`src/rtl/cluster_wakeup_ctrl.sv`:
```
// -----------------------------------------------------------------------------
// cluster_wakeup_ctrl
//
// SoC-side counterpart of the cluster clock gate, clocked by the ungated clock.
// While the cluster is isolated it holds SoC requests and events aimed at the
// cluster. It raises incoming_req_o to wake the cluster and opens the request
// and event path only once isolation has dropped and a settle delay has
// elapsed. incoming_req_o stays high while responses are still outstanding so
// the cluster clock is kept alive until every accepted request is answered.
//
// Ports:
//   clk_i              ungated SoC/cluster clock
//   rstn_i             asynchronous active-low reset
//   isolate_cluster_i  1 = cluster gated/isolated (from the clock gate)
//   incoming_req_o     registered wake/keep-alive request to the clock gate
//   req_valid_i        SoC request valid
//   req_ready_o        SoC request ready (only while the path is open)
//   req_valid_o        request valid into the cluster (only while open)
//   req_ready_i        cluster request ready
//   rsp_done_i         one-cycle pulse: one response returned
//   evt_i              event pulses from the SoC
//   evt_o              event pulses to the cluster
//   wake_err_o         sticky: wake timed out, or response underflow
// -----------------------------------------------------------------------------
module cluster_wakeup_ctrl #(
    parameter int unsigned NB_EVT          = 8,
    parameter int unsigned SETTLE_CYCLES   = 2,
    parameter int unsigned MAX_OUTSTANDING = 8,
    parameter int unsigned WAKE_TIMEOUT    = 64
) (
    input  logic              clk_i,
    input  logic              rstn_i,
    input  logic              isolate_cluster_i,
    output logic              incoming_req_o,
    input  logic              req_valid_i,
    output logic              req_ready_o,
    output logic              req_valid_o,
    input  logic              req_ready_i,
    input  logic              rsp_done_i,
    input  logic [NB_EVT-1:0] evt_i,
    output logic [NB_EVT-1:0] evt_o,
    output logic              wake_err_o
);

    localparam int unsigned OutstW = $clog2(MAX_OUTSTANDING + 1);
    localparam int unsigned CntMax = (WAKE_TIMEOUT > SETTLE_CYCLES) ? WAKE_TIMEOUT
                                                                    : SETTLE_CYCLES;
    localparam int unsigned CntW   = $clog2(CntMax + 1);

    localparam logic [CntW-1:0]   WakeLast   = CntW'(WAKE_TIMEOUT - 1);
    localparam logic [CntW-1:0]   SettleLast = CntW'(SETTLE_CYCLES - 1);
    localparam logic [OutstW-1:0] OutstMax   = OutstW'(MAX_OUTSTANDING);

    typedef enum logic [1:0] {
        StGated,
        StWake,
        StSettle,
        StOpen
    } state_e;

    state_e            state_q, state_d;
    logic [CntW-1:0]   cnt_q, cnt_d;
    logic [OutstW-1:0] outst_q, outst_d;
    logic [NB_EVT-1:0] pend_q, pend_d;
    logic              incoming_req_q, incoming_req_d;
    logic              wake_err_q, wake_err_d;

    logic need;
    logic timeout_hit;
    logic evt_open;
    logic path_open;
    logic accept;
    logic underflow;

    assign need = req_valid_i | (|pend_q);

    // -------------------------------------------------------------------------
    // FSM: state register
    // -------------------------------------------------------------------------
    always_ff @(posedge clk_i or negedge rstn_i) begin
        if (!rstn_i) begin
            state_q <= StGated;
            cnt_q   <= '0;
        end else begin
            state_q <= state_d;
            cnt_q   <= cnt_d;
        end
    end

    // -------------------------------------------------------------------------
    // FSM: next state. cnt is shared between the settle delay and the wake
    // timeout and is cleared on every state change.
    // -------------------------------------------------------------------------
    always_comb begin
        state_d     = state_q;
        cnt_d       = cnt_q;
        timeout_hit = 1'b0;
        unique case (state_q)
            StGated: begin
                if (need) begin
                    state_d = StWake;
                end
            end
            StWake: begin
                if (!isolate_cluster_i) begin
                    state_d = StSettle;
                end else if (cnt_q == WakeLast) begin
                    // Hold the count so the error condition stays stable.
                    timeout_hit = 1'b1;
                end else begin
                    cnt_d = cnt_q + CntW'(1);
                end
            end
            StSettle: begin
                if (isolate_cluster_i) begin
                    state_d = StWake;
                end else if (cnt_q == SettleLast) begin
                    state_d = StOpen;
                end else begin
                    cnt_d = cnt_q + CntW'(1);
                end
            end
            StOpen: begin
                if (isolate_cluster_i) begin
                    state_d = need ? StWake : StGated;
                end
            end
            default: begin
                state_d = StGated;
            end
        endcase
        if (state_d != state_q) begin
            cnt_d = '0;
        end
    end

    // -------------------------------------------------------------------------
    // FSM: outputs. The path closes combinationally the same cycle isolation
    // rises, so no SoC handshake can complete into an isolated cluster.
    // -------------------------------------------------------------------------
    always_comb begin
        evt_open    = (state_q == StOpen) & ~isolate_cluster_i;
        path_open   = evt_open & (outst_q < OutstMax);
        req_valid_o = path_open & req_valid_i;
        req_ready_o = path_open & req_ready_i;
        evt_o       = evt_open ? pend_q : '0;
    end

    // -------------------------------------------------------------------------
    // Outstanding counter, pending events, keep-alive request and error flag
    // -------------------------------------------------------------------------
    always_comb begin
        accept    = req_valid_o & req_ready_i;
        // A response arriving together with an accept is balanced by it.
        underflow = rsp_done_i & ~accept & (outst_q == '0);

        outst_d = outst_q;
        unique case ({accept, rsp_done_i})
            2'b10:   outst_d = outst_q + OutstW'(1);
            2'b01:   outst_d = (outst_q != '0) ? outst_q - OutstW'(1) : outst_q;
            default: outst_d = outst_q;
        endcase

        // Delivered bits clear, but a same-cycle new pulse keeps its bit set
        // so it goes out on the following cycle.
        pend_d = (evt_open ? '0 : pend_q) | evt_i;

        incoming_req_d = req_valid_i
                       | (|pend_q)
                       | (outst_q != '0)
                       | (state_q inside {StWake, StSettle})
                       | (|evt_i);

        wake_err_d = wake_err_q | timeout_hit | underflow;
    end

    always_ff @(posedge clk_i or negedge rstn_i) begin
        if (!rstn_i) begin
            outst_q        <= '0;
            pend_q         <= '0;
            incoming_req_q <= 1'b0;
            wake_err_q     <= 1'b0;
        end else begin
            outst_q        <= outst_d;
            pend_q         <= pend_d;
            incoming_req_q <= incoming_req_d;
            wake_err_q     <= wake_err_d;
        end
    end

    assign incoming_req_o = incoming_req_q;
    assign wake_err_o     = wake_err_q;

endmodule

```
`config.mk`:
```
export PLATFORM = sky130hd
export DESIGN_NAME = cluster_wakeup_ctrl
export DESIGN_NICKNAME = d
export VERILOG_FILES = /design/src/rtl/cluster_wakeup_ctrl.sv
export SDC_FILE = /design/constraint.sdc
export NUM_CORES = 1
export LEC_CHECK = 0
export ABC_AREA = 1
export ABC_CLOCK_PERIOD_IN_PS = 2400
export BUFFER_PORTS_ARGS = -buffer_cell sky130_fd_sc_hd__buf_2
export CAP_MARGIN = 20
export CELL_PAD_IN_SITES_DETAIL_PLACEMENT = 1
export CELL_PAD_IN_SITES_GLOBAL_PLACEMENT = 1
export CORE_ASPECT_RATIO = 1.5
export CORE_UTILIZATION = 40
export CTS_CLUSTER_SIZE = 12
export DETAILED_ROUTE_END_ITERATION = 12
export PLACE_DENSITY_LB_ADDON = 0.2
export SYNTH_ARGS = -nofsm -noshare
export SYNTH_HDL_FRONTEND = slang
export SYNTH_SLANG_ARGS = --single-unit
```
`constraint.sdc`:
```
create_clock -name clk_i -period 2.4 [get_ports clk_i]
set_input_delay 0 -clock clk_i [delete_from_list [all_inputs] [get_ports clk_i]]
set_output_delay 0 -clock clk_i [all_outputs]
set_load 0.02 [all_outputs]
```
After elaboration in Yosys (flattened, before gate mapping)

Index checks and enable logic that the tools add are counted.

Word-level logic and storage cells: 69
Output and inout bits: 12
Register bits after elaboration: 23

Mux-type cells: 20
Order comparisons: 1
$add $sub $neg: 3
Reductions and logical operators: 10
Eq/ne operators: 13
Bitwise operators: 16

Operators by type and width:

| operator                                       | number |
|---|---|
| 2-to-1 mux 7 bit                               | 5 |
| 2-to-1 mux 8 bit                               | 2 |
| OR reduction 8 bit                             | 2 |
| one-hot mux 7 bit (2 select lines)             | 1 |
| != test 3 bit (second input constant)          | 4 |
| 2-to-1 mux 2 bit                               | 5 |
| OR 8 bit                                       | 1 |
| one-hot mux 2 bit (4 select lines)             | 1 |
| one-hot mux 4 bit (2 select lines)             | 1 |
| adder 7 x 1 -> 7 bit (second input constant)   | 1 |
| AND 1 bit                                      | 7 |
| == test 7 x 1 -> 1 bit (second input constant) | 1 |
| == test 7 x 6 -> 1 bit (second input constant) | 1 |
| == test 2 bit (second input constant)          | 3 |
| OR 1 bit                                       | 6 |
| AND reduction 5 bit                            | 1 |
| adder 4 x 1 -> 4 bit (second input constant)   | 1 |
| == test 2 x 1 -> 1 bit (second input constant) | 2 |
| zero test 4 bit                                | 1 |
| < comparator 4 bit (second input constant)     | 1 |
| 2-to-1 mux 1 bit                               | 4 |
| 2-to-1 mux 4 bit                               | 1 |
| nonzero test 2 bit                             | 2 |
| nonzero test 4 bit                             | 1 |
| other kinds (7)                                | 8 |

Depth between registers and ports, before layout

Word-level depth: 9
Mapped depth: 13
Mapped depth without buffers: 13

Worst setup path after synthesis

Ideal clock, no wire load.

Kind: flip-flop to flip-flop
Start point: reg state_q[1]
End point: reg outst_q[3]
Period minus slack after synthesis: 2.114 ns
Setup time: 0.124 ns
Slack: 0.286 ns
Arrival: 1.990 ns
Stages on the path, launching flop included: 14
Path buffers: 0
Path through: dfrtp_1 ha_1 inv_1 nor2_2 nand4_2 nand2_2 inv_2 ha_1 nand2_1 nor2_1 a211oi_1 or2_1 nand3_2 xor2_1

Longest elaborated chain between the ends: 8
Elaborated cells between the ends (all ways): 11
Those cells by class: eq/ne (4); mux (1); bitwise (4); reduce/logical (2)

RTL lines:

| item                                                          | RTL line | source |
|---|---|---|
| start: declaration                                            | 61       | `state_e state_q, state_d;` |
| start signal: assignment                                      | 82       | `state_q <= StGated;` |
| start signal: assignment                                      | 85       | `state_q <= state_d;` |
| == test 2 bit *                                               | 142      | `evt_open = (state_q == StOpen) & ~isolate_cluster_i;` |
| AND 1 bit *                                                   | 142      |  |
| AND 1 bit *                                                   | 143      | `path_open = evt_open & (outst_q < OutstMax);` |
| AND 1 bit *                                                   | 144      | `req_valid_o = path_open & req_valid_i;` |
| AND 1 bit *                                                   | 153      | `accept = req_valid_o & req_ready_i;` |
| == test 2 x 1 -> 1 bit or == test 2 bit (tied branches)       | 158      | `unique case ({accept, rsp_done_i})` |
| != test 2 bit (no line) or nonzero test 2 bit (tied branches) | -        |  |
| AND reduction 2 bit (no line)                                 | -        |  |
| end signal: assignment                                        | 184      | `outst_q <= outst_d;` |
| end: declaration                                              | 63       | `logic [OutstW-1:0] outst_q, outst_d;` |

Every way passes the cells marked *; elsewhere a longest branch is shown, timed or not.
A chain may end at the register's enable or synchronous reset.

Worst setup path in the final report

Start point: reg state_q[0]
End point: reg outst_q[3]

Same word-level chain as after synthesis.

==> results.yml <==
run_status:
  outcome: "finished clean"
power_and_ir_drop:
  comb_power_share_pct: 49.7
  power.leakage_uw: 0.0009147
  p_switching_uw: 707.6
  seqPwrFrac_pct: 34.3
  ir_worst_vdd_uv: 408.8
  p_clk_share_pct: 16.0
  p_int_uw: 865.1
  power_density_nw_per_um2: 897.8
  p_sw_share_pct: 44.99
synth:
  synth_compound_area_share_pct: 10.11
  ys_seq_area_share_pct: 40.10
  synth-adder-area-share_pct: 8.370
  syn_area_per_cell_um2: 8.296
  yosysUniqueCellTypes: 32
  synth_area_um2: 1435
  ys_ff_latch: 23
  synthMuxAreaShare_pct: 0
  synth_nets: 196
  synthSimpleGateAreaFrac_pct: 28.07
  synth_top_family_by_area: "simple AND/OR/NAND/NOR gates"
  netlist_instances: 173
  ys_warn_count: 0
  synth-xor-area-share_pct: 5.493
clocking:
  clkLatencyLatePin_ns: 0.27
  post_cts_buffers: 0
  clock_path_buffers: 2
  cts_tree: "yes"
  ctsHtreeMaxLevel: 1
  cts-root-buf: "clkbuf_8"
  cts_num_sinks: 23
  path_clk_slew_ns: 0.09
  cts_made_buffers: 3
flow_run:
  cap_violations: 0
setup_path:
  cp_max_fo: 5
  critPathKind: "reg2reg"
  path_delay_family: "simple AND/OR/NAND/NOR gates"
  crit_arrival_ns: 2.35
  setup.worst_path.end_class: "flop"
  crit_path_cell_trace: "ha_1 -> inv_1 -> nor2_2 -> nand4_2 -> nand2_2 -> inv_2 -> ha_1 -> nand2_1 -> nor2_1 -> a211oi_2 -> or2_1 -> nand3_2 -> xor2_1"
  reg2reg_from: "state_q[0]"
  startpoint_type: "flop"
  crit_top_cell: "ha_1"
  worstPathRequired_ns: 2.56
  critPathSlowestCell: "dfrtp_1"
  critPathMaxStageDelay_ns: 0.42
  startpoint: "state_q[0]"
  crit_buf_inv: 2
sta:
  fin_crit_ns: 2.188
  skew_ns: 0.001898
  rsz0062_at_grt: "no"
  slew_viol_final: 0
  fin_crit_sh_pct: 91.17
  relSlewSlack_pct: 64.42
  whs_ns: 0.1055
  tns_ns: 0
  worst_pin_slew_ns: 0.5338
  hold_violations: 0
  finalWorstSetupSlack_ns: 0.2119
  fmax_mhz: 457.0
  setup_viol: 0
global_routing:
  grt_pass1_vias: 1433
  met3_usage_pct: 2.196
  use_met1_pct: 23.23
  grt_antenna_before_repair: 0
  use_met2_pct: 43.13
  grtUsageTotal_pct: 21.74
  grt_pass1_wl_um: 6244
  grt_max_degree: 24
  grt_remaining_overflow: 0
  top_usage_layer: "met2"
layout:
  area_growth_pct: 22.06
  antenna_cells: 0
  final_cell_mix: "nor2_1 (27), inv_1 (25), buf_2 (25)"
  nets: 235
  drive_above_1_share_pct: 22.75
  fin_area_um2: 1752
  mostFrequentLayoutCell: "nor2_1"
routing:
  avgViaCountPerCell: 5.138
  ant_nets: 0
  drc: 0
  wire_per_inst_um: 14.63
  first_pass_iters: 4
  drt-initial-drc-count: 14
  wl_um: 3701
  vias: 1300
place:
  dpl_cell_area_um2: 1609
  hpwl_um: 2863
  pre_cts_slack_ns: 0.1164
  place_congestion: 0.7770
  io_buffers: 25
floorplanning:
  io_pins: 26
  die_x_um: 50.91
  die_area_um2: 3836
  fp.dieH_um: 75.36
  core-area_um2: 3416
  rows: 26
  initial_utilization_pct: 42.01
worst_hold_path:
  min_from: "isolate_cluster_i"
  hold_path_class: "in2reg"
## metal layers
layer  wire [µm]  up-vias  part of all wire (%)
li1            -      630                     -
met2        2162       25                    58
met3          83        6                   2.2
met4          33        0                  0.89
met5           0        -                     0
met1        1422      639                    38
## registers in the layout (all words and copies together), names as in the netlist
| register | cells |
|---|---|
| outst_q | 4 |
| pend_q | 8 |
| incoming_req_o | 1 |
| cnt_q | 7 |
| wake_err_o | 1 |
| state_q | 2 |
## logic make-up (layout without fill, tap and decap cells)
family                     count (synthesis)  count (layout)
and+or+nand+nor                           82              82
buffers and inverters                     28              66
xor gates and xnor gates                   9               9
adders and majority gates                  9               9
AOI/OAI and AO/OA                         22              22
DFF                                       23              23
## per-stage QoR
step | total power, µW | std cells | utilization [%]
floorplan | 1091 | 173 | -
global placement | 1268 | 240 | 47.11
detailed placement | 1309 | 240 | 47.11
CTS | 1577 | 253 | 51.10
global route | 1705 | 253 | 51.28
finish | 1573 | 253 | 51.28
## path summary, 6_finish.rpt
check,cells after the start,endpoint,slack (ns)
worst max register to register,13,outst_q[3],0.21
worst min-delay path,2,wake_err_o,0.11
worst min register to register,1,outst_q[0],0.48
min in group asynchronous,2,cnt_q[2],0.23
max in group asynchronous,2,state_q[1],1.78
worst max-delay path,13,outst_q[3],0.21
## cell type report
class	count	area (µm²)
repair buffers	35	222.7
clock buffers	3	41.29
flip-flops and latches	23	576.8
clock inverters	1	5.005
fillers	435	1664
well taps	42	52.55
inverters	27	101.3
multi-input cells	122	752.0
## worst reg2reg max path: cells and delay by family (launching register included)
family	cells	cell delay, ns
compound gates	1	0.17
fa+ha+maj	2	0.52
buf+inv	2	0.11
simple gates	7	0.71
xor+xnor	1	0.15
flops	1	0.42
## cell usage after synthesis
master    number  area [µm²]
nor2_1        27       101.4
a311o_1        1       10.01
nand3_2        3       30.03
o21bai_1       8       60.06
nand2_4        1       11.26
nand4_2        1       12.51
nand2_1       21       78.83
o21ai_0        6       30.03
a211oi_1       1       7.510
nor2_2         5       31.28
inv_1         25       93.84
fa_1           1       20.02
nand2_2        2       12.51
xor2_1         8       70.07
o21ai_1        1       5.000
nor4_1         1       6.260
and3_1         1       6.260
buf_6          1       11.26
ha_1           8       100.1
nand3_1       12       60.06
dfrtp_1       23       575.6
nor2_4         1       11.26
nand4_1        2       12.51
o22ai_1        1       6.260
inv_2          2       7.510
nor3b_1        1       7.510
a21oi_1        2       10.01
xnor2_1        1       8.760
nor3_1         3       15.01
a21boi_0       1       7.510
or2_1          1       6.260
o21ai_2        1       8.760
## timing repair
item                                   in CTS  in global routing
hold buffers                                9                  0
resized for setup                           0                  2
setup endpoints to repair                   0                  1
endpoints found under the hold margin      32                  0
## power groups by stage
stage | clock network [µW] | logic [µW] | registers [µW]
3_3_place_gp | 0 | 728 | 541
5_1_grt | 273 | 882 | 551
6_report | 251 | 782 | 540
3_5_place_dp | 0 | 764 | 545
4_1_cts | 257 | 781 | 539
2_1_floorplan | 0 | 550 | 541
No activity file was read; power rests on OpenSTA's default activity.
